**config.mk**
```make
export PLATFORM = sky130hd
export DESIGN_NAME = seg_scan_ctrl_flat
export DESIGN_NICKNAME = d
export VERILOG_FILES = /design/src/rtl/seg_pkg.sv /design/src/rtl/seg_scan_ctrl_if.sv /design/src/rtl/seg_hex_dec.sv /design/src/rtl/seg_scan_ctrl.sv /design/src/flat_wrapper.sv
export SDC_FILE = /design/constraint.sdc
export NUM_CORES = 1
export LEC_CHECK = 0
export ABC_AREA = 0
export CORE_MARGIN = 10
export CORE_UTILIZATION = 45
export CTS_CLUSTER_SIZE = 8
export DETAILED_ROUTE_END_ITERATION = 7
export PLACE_DENSITY = 0.66
export SKIP_CTS_REPAIR_TIMING = 1
export SYNTH_ARGS = -nofsm -noshare
export SYNTH_HDL_FRONTEND = slang
export SYNTH_HIERARCHICAL = 1
export SYNTH_SLANG_ARGS = --single-unit
```
**constraint.sdc**
```tcl
create_clock -name clk -period 6.8 [get_ports clk]
set_input_delay 1.7 -clock clk [delete_from_list [all_inputs] [get_ports clk]]
set_output_delay 1.7 -clock clk [all_outputs]
set_load 0.03 [all_outputs]
```
**src/rtl/seg_pkg.sv**
```systemverilog
// Shared state encoding, segment lookup table and sizing helpers for the
// seven-segment scan controller.
package seg_pkg;

   typedef enum logic [1:0] {
      ST_IDLE,
      ST_SHOW,
      ST_BLANK
   } scan_state_e;

   // Active-low segments: bit7=a .. bit1=g, bit0=dp (kept off).
   localparam logic [7:0] HEX_SEG [16] = '{
      8'b00000011, 8'b10011111, 8'b00100101, 8'b00001101,
      8'b10011001, 8'b01001001, 8'b01000001, 8'b00011111,
      8'b00000001, 8'b00001001, 8'b00010001, 8'b11000001,
      8'b01100011, 8'b10000101, 8'b01100001, 8'b01110001
   };

   function automatic int clog2_min1(input int v);
      return (v <= 2) ? 1 : $clog2(v);
   endfunction

   function automatic int max_int(input int a, input int b);
      return (a > b) ? a : b;
   endfunction

endpackage

```
**src/rtl/seg_scan_ctrl_if.sv**
```systemverilog
// Load handshake carrying new display contents into the scan controller.
interface seg_scan_ctrl_if #(
   parameter int DIGITS = 8
);
   logic                  load_valid;
   logic                  load_ready;
   logic [4*DIGITS-1:0]   load_data;
   logic [DIGITS-1:0]     load_mask;

   modport master (
      output load_valid, load_data, load_mask,
      input  load_ready
   );

   modport slave (
      input  load_valid, load_data, load_mask,
      output load_ready
   );
endinterface

```
**src/rtl/seg_hex_dec.sv**
```systemverilog
// Combinational hex nibble to active-low seven-segment pattern.
module seg_hex_dec
   import seg_pkg::*;
(
   input  logic [3:0] nibble_i,
   output logic [7:0] seg_o
);
   assign seg_o = HEX_SEG[nibble_i];
endmodule

```
**src/rtl/seg_scan_ctrl.sv**
```systemverilog
// Time-multiplexed 7-segment scanner with SHOW/BLANK dwell per digit and a
// shadowed load that only takes effect at a frame boundary or while idle.
module seg_scan_ctrl
   import seg_pkg::*;
#(
   parameter int DIGITS = 8,
   parameter int DIV    = 1000,
   parameter int BLANK  = 4
) (
   input  logic              clk,
   input  logic              rst,
   input  logic              en_i,
   seg_scan_ctrl_if.slave    load_if,
   output logic [7:0]        seg_out_o,
   output logic [DIGITS-1:0] an_out_o
);
   localparam int CNT_W = clog2_min1(max_int(DIV, BLANK));
   localparam int IDX_W = clog2_min1(DIGITS);
   localparam logic [CNT_W-1:0] SHOW_LAST  = CNT_W'(DIV - 1);
   localparam logic [CNT_W-1:0] BLANK_LAST = CNT_W'(BLANK - 1);
   localparam logic [IDX_W-1:0] IDX_LAST   = IDX_W'(DIGITS - 1);

   scan_state_e           state_q, state_d;
   logic [IDX_W-1:0]      idx_q, idx_d;
   logic [CNT_W-1:0]      cnt_q, cnt_d;
   logic [4*DIGITS-1:0]   act_data_q, act_data_d, pend_data_q, pend_data_d;
   logic [DIGITS-1:0]     act_mask_q, act_mask_d, pend_mask_q, pend_mask_d;
   logic                  pending_q, pending_d;
   logic [7:0]            seg_q, seg_d;
   logic [DIGITS-1:0]     an_q, an_d;
   logic                  commit;
   logic                  accept;
   logic                  lit;
   logic [3:0]            nibble;
   logic [7:0]            hex_seg;

   seg_hex_dec u_hex_dec (
      .nibble_i (nibble),
      .seg_o    (hex_seg)
   );

   always_comb begin
      state_d = state_q;
      idx_d   = idx_q;
      cnt_d   = cnt_q;
      commit  = 1'b0;
      unique case (state_q)
         ST_IDLE: begin
            commit = pending_q;
            idx_d  = '0;
            cnt_d  = '0;
            if (en_i) state_d = ST_SHOW;
         end
         ST_SHOW: begin
            if (!en_i) begin
               state_d = ST_IDLE;
               idx_d   = '0;
               cnt_d   = '0;
            end else if (cnt_q == SHOW_LAST) begin
               state_d = ST_BLANK;
               cnt_d   = '0;
            end else begin
               cnt_d = cnt_q + CNT_W'(1);
            end
         end
         ST_BLANK: begin
            if (!en_i) begin
               state_d = ST_IDLE;
               idx_d   = '0;
               cnt_d   = '0;
            end else if (cnt_q == BLANK_LAST) begin
               state_d = ST_SHOW;
               cnt_d   = '0;
               // Wrapping back to digit 0 is the frame boundary.
               if (idx_q == IDX_LAST) begin
                  idx_d  = '0;
                  commit = pending_q;
               end else begin
                  idx_d = idx_q + IDX_W'(1);
               end
            end else begin
               cnt_d = cnt_q + CNT_W'(1);
            end
         end
         default: begin
            state_d = ST_IDLE;
            idx_d   = '0;
            cnt_d   = '0;
         end
      endcase
   end

   assign load_if.load_ready = ~pending_q;
   assign accept = load_if.load_valid & ~pending_q;

   always_comb begin
      pend_data_d = pend_data_q;
      pend_mask_d = pend_mask_q;
      pending_d   = pending_q;
      act_data_d  = act_data_q;
      act_mask_d  = act_mask_q;
      if (accept) begin
         pend_data_d = load_if.load_data;
         pend_mask_d = load_if.load_mask;
         pending_d   = 1'b1;
      end else if (commit) begin
         act_data_d = pend_data_q;
         act_mask_d = pend_mask_q;
         pending_d  = 1'b0;
      end
   end

   // Outputs are decoded from next-state so they update on the same edge.
   always_comb begin
      lit    = (state_d == ST_SHOW) && act_mask_d[idx_d];
      nibble = act_data_d[int'(idx_d)*4 +: 4];
      seg_d  = lit ? hex_seg : 8'hFF;
      an_d   = lit ? ~(DIGITS'(1) << idx_d) : '1;
   end

   always_ff @(posedge clk or posedge rst) begin
      if (rst) begin
         state_q     <= ST_IDLE;
         idx_q       <= '0;
         cnt_q       <= '0;
         act_data_q  <= '0;
         act_mask_q  <= '0;
         pend_data_q <= '0;
         pend_mask_q <= '0;
         pending_q   <= 1'b0;
         seg_q       <= 8'hFF;
         an_q        <= '1;
      end else begin
         state_q     <= state_d;
         idx_q       <= idx_d;
         cnt_q       <= cnt_d;
         act_data_q  <= act_data_d;
         act_mask_q  <= act_mask_d;
         pend_data_q <= pend_data_d;
         pend_mask_q <= pend_mask_d;
         pending_q   <= pending_d;
         seg_q       <= seg_d;
         an_q        <= an_d;
      end
   end

   assign seg_out_o = seg_q;
   assign an_out_o  = an_q;

endmodule

```
**src/flat_wrapper.sv**
```systemverilog
// flat-port wrapper written by rule: the top's interface ports become plain ports
module seg_scan_ctrl_flat import seg_pkg::*;
#(
   parameter int DIGITS = 8,
   parameter int DIV    = 1000,
   parameter int BLANK  = 4
)
  (clk, rst, en_i, seg_out_o, an_out_o, load_if_load_valid, load_if_load_data, load_if_load_mask, load_if_load_ready);
  seg_scan_ctrl_if #(.DIGITS(DIGITS)) load_if_i ();
  input  logic clk;
  input  logic rst;
  input  logic en_i;
  output logic [7:0] seg_out_o;
  output logic [DIGITS-1:0] an_out_o;
  input wire logic [$bits(load_if_i.load_valid)-1:0] load_if_load_valid;
  input wire logic [$bits(load_if_i.load_data)-1:0] load_if_load_data;
  input wire logic [$bits(load_if_i.load_mask)-1:0] load_if_load_mask;
  output wire logic [$bits(load_if_i.load_ready)-1:0] load_if_load_ready;
  assign load_if_i.load_valid = load_if_load_valid;
  assign load_if_i.load_data = load_if_load_data;
  assign load_if_i.load_mask = load_if_load_mask;
  assign load_if_load_ready = load_if_i.load_ready;
  seg_scan_ctrl #(.DIGITS(DIGITS), .DIV(DIV), .BLANK(BLANK)) u_core (.clk(clk), .rst(rst), .en_i(en_i), .load_if(load_if_i), .seg_out_o(seg_out_o), .an_out_o(an_out_o));
endmodule
```
==> results.sh <==
export IMPL_hold_depth=1
export IMPL_cp_max_fo=14
export IMPL_num_antenna_cells=0
export IMPL_grt_overflow_total=0
export IMPL_yosysWarnings=6
export IMPL_worstPathRequired_ps=7070
export IMPL_ant_nets=0
export IMPL_fmax_mhz=197
export IMPL_r2r_start="u_core/cnt_q[0]$_DFF_PP0_"
export IMPL_cp_end_kind="register"
export IMPL_final_cell_mix="dfrtp_1, mux2_2, clkdlybuf4s50_1, mux2i_1, nor2_1"
export IMPL_synth_top_area_share_pct=45.8
export IMPL_core_um2=11400
export IMPL_syn_nets=459
export IMPL_synth_area_top_cells="dfrtp_1, mux2_2, dfstp_2"
export IMPL_routed_wl_um=10100
export IMPL_ys_flop_type="dfrtp_1"
export IMPL_maxSlewViolCount=0
export IMPL_root_buffer="clkbuf_16"
export IMPL_p_leak_nw=2.65
export IMPL_stdcell_count=606
export IMPL_final_nets=516
export IMPL_synth_seq_cells=112
export IMPL_worstHoldStart="u_core/cnt_q[0]$_DFF_PP0_"
export IMPL_ir_drop_v=0.000171
export IMPL_layout_drive_gt1_share_pct=27.2
export IMPL_antenna_found_initial=0
export IMPL_die_x_um=128
export IMPL_outcome="finished clean"
export IMPL_final_util_pct=54.5
export IMPL_powerDensity_nw_per_um2=424
export IMPL_r2r_end="u_core/seg_out_o[4]$_DFF_PP1_"
export IMPL_portBuffers=60
export IMPL_rr_worst_depth=14
export IMPL_track_usage_pct=13.0
export IMPL_cp_start_kind="input pin"
export IMPL_path_cells="clkdlybuf4s50_1 > nand4_1 > nor4_2 > or2_1 > buf_4 > mux2_2 > mux2i_1 > mux2i_1 > mux2_2 > inv_1 > ha_1 > inv_1 > mux4_2 > nand2b_1"
export IMPL_drt_iter0_drc=160
export IMPL_grt_pass1_wl_um=17000
export IMPL_rsz0062_at_grt="false"
export IMPL_via_per_inst=5.23
export IMPL_synthesis_area_um2=5240
export IMPL_crit_type="in -> reg"
export IMPL_fin_setup_tns_ps=0
export IMPL_maxCapViolations=0
export IMPL_grt_max_degree=70
export IMPL_rows=39
export IMPL_critical_path_arrival_ps=5340
export IMPL_drc=0
export IMPL_cts_htree_levels=3
export IMPL_wl_per_cell_um=16.6
export IMPL_synth_cell_types=51
export IMPL_async_flop_share_pct=100
export IMPL_finalWorstPathRequiredPeriod_ps=5070
export IMPL_avgSynthCellArea_um2=13.1
export IMPL_grt_pass1_vias=3378
export IMPL_hold_viol=0
export IMPL_worstMarginPinSlew_ps=1110
export IMPL_period_share_pct=74.6
export IMPL_cts_sinks=112
export IMPL_max_stage_delay_ps=630
export IMPL_hpwlAfterDp_um=7400
export IMPL_clk_latency_ps=350
export IMPL_ys_seq_area_share_pct=53.8
export IMPL_final_common_cell="dfrtp_1"
export IMPL_gp_congestion=0.854
export IMPL_clock_path_buffers=2
export IMPL_slew_limit_headroom_pct=25.8
export IMPL_dpl_cell_count=590
export IMPL_skew_ps=6.06
export IMPL_cts_buffers_inserted=9
export IMPL_syn_to_final_growth_pct=18.8
export IMPL_critical_path_slowest_cell="clkdlybuf4s50_1"
export IMPL_fp_dieH_um=128
export IMPL_start_util_pct=45.9
export IMPL_io_pins=61
export IMPL_vias=3170
export IMPL_hp_class="reg -> reg"
export IMPL_tritoncts="done"
export IMPL_syn_inst=401
export IMPL_drt_pass1_iterations=6
export IMPL_die_area_um2=16400
export IMPL_setup_viol=0
export IMPL_worstPathBufferInverterCount=4
export IMPL_rrSetupSlack_ps=2610
export IMPL_clk_pin_slew_ps=70
export IMPL_path_delay_family="multiplexers"
export IMPL_synth_edf_count=0
export IMPL_yosysTopAreaCell="dfrtp_1"
export IMPL_min_to="u_core/cnt_q[0]$_DFF_PP0_"
## cells in the mapped netlist (2+ instances only)
cell / instances
nor4_2: 2
inv_1: 15
nor3_1: 7
or3_1: 2
xor2_1: 3
buf_4: 3
xnor2_1: 5
a21oi_1: 6
dfstp_2: 16
nand2b_1: 12
nand4_1: 3
dfrtp_1: 96
mux2_2: 81
and2_1: 4
o21ai_1: 2
nand3_1: 9
buf_2: 4
nor2_1: 22
o21ai_0: 5
o22ai_1: 2
mux2i_1: 32
buf_6: 5
and3_1: 6
nand2_1: 10
a211o_1: 2
clkbuf_1: 7
ha_1: 14
a221oi_1: 3
## power breakdown
| group | total [mW] | switching, mW | leakage, nW | internal, mW |
|---|---|---|---|---|
| Combinational | 1.06 | 0.509 | 1.18 | 0.555 |
| Clock | 0.508 | 0.224 | 0.140 | 0.284 |
| Sequential | 1.07 | 0.118 | 1.33 | 0.949 |
| Total | 2.64 | 0.851 | 2.65 | 1.79 |
## cell type report
class	count	area [um^2]
clock buffer	12	236
inverter	15	58.8
fill	972	5190
timing repair buffer	65	638
multi-input combinational	255	2250
tap	143	179
clock inverter	4	45.0
sequential	112	2820
## registers in the layout, summed over array words and instances (netlist names)
signal              flops
u_core/pend_data_q     32
u_core/act_mask_q       8
u_core/idx_q            3
u_core/seg_out_o        8
u_core/state_q          2
u_core/an_out_o         8
u_core/act_data_q      32
u_core/pending_q        1
u_core/cnt_q           10
u_core/pend_mask_q      8
## per-layer routing
layer	wire (um)	up-vias	global-route usage (%)
met5	0	-	0
met4	135	0	5.70
met3	399	10	3.68
met2	4940	46	20.8
met1	4600	1584	16.0
li1	-	1530	-
## worst max path at each step
| stage | from | to | slack (ps) | cells past startpoint |
|---|---|---|---|---|
| 5_1_grt | en_i | u_core/seg_out_o[4]$_DFF_PP1_ | 1420 | 14 |
| 2_1_floorplan | rst | u_core/act_data_q[0]$_DFF_PP0_ | 2170 | 1 |
| 4_1_cts | en_i | u_core/seg_out_o[4]$_DFF_PP1_ | 1700 | 14 |
| 6_report | en_i | u_core/seg_out_o[4]$_DFF_PP1_ | 1730 | 14 |
| 3_3_place_gp | en_i | u_core/seg_out_o[4]$_DFF_PP1_ | 1440 | 14 |
| 3_5_place_dp | en_i | u_core/seg_out_o[4]$_DFF_PP1_ | 1340 | 14 |
## cells by family after synthesis
family / count (synthesis) / share of synthesized area [%]
adder cells (fa/ha/maj): 14 / 3.34
AND/OR/NAND/NOR: 85 / 8.97
other: 1 / 0.0715
XOR/XNOR: 8 / 1.34
flip-flops: 112 / 53.8
AO/OA/AOI/OAI: 33 / 5.06
multiplexers: 114 / 23.9
buffers and inverters: 34 / 3.46
## metrics by stage
| step | area (um^2) | power (mW) | setup WS (ps) | hold slack [ps] |
|---|---|---|---|---|
| after floorplan | 5240 | 1.92 | 2170 | 447 |
| after global placement | 5950 | 2.12 | 1440 | 466 |
| after detailed placement | 5950 | 2.16 | 1340 | 474 |
| after CTS | 6230 | 2.68 | 1700 | 483 |
| after global routing | 6230 | 2.83 | 1420 | 504 |
| final | 6230 | 2.64 | 1730 | 481 |
No activity file was read; power rests on OpenSTA's default activity.
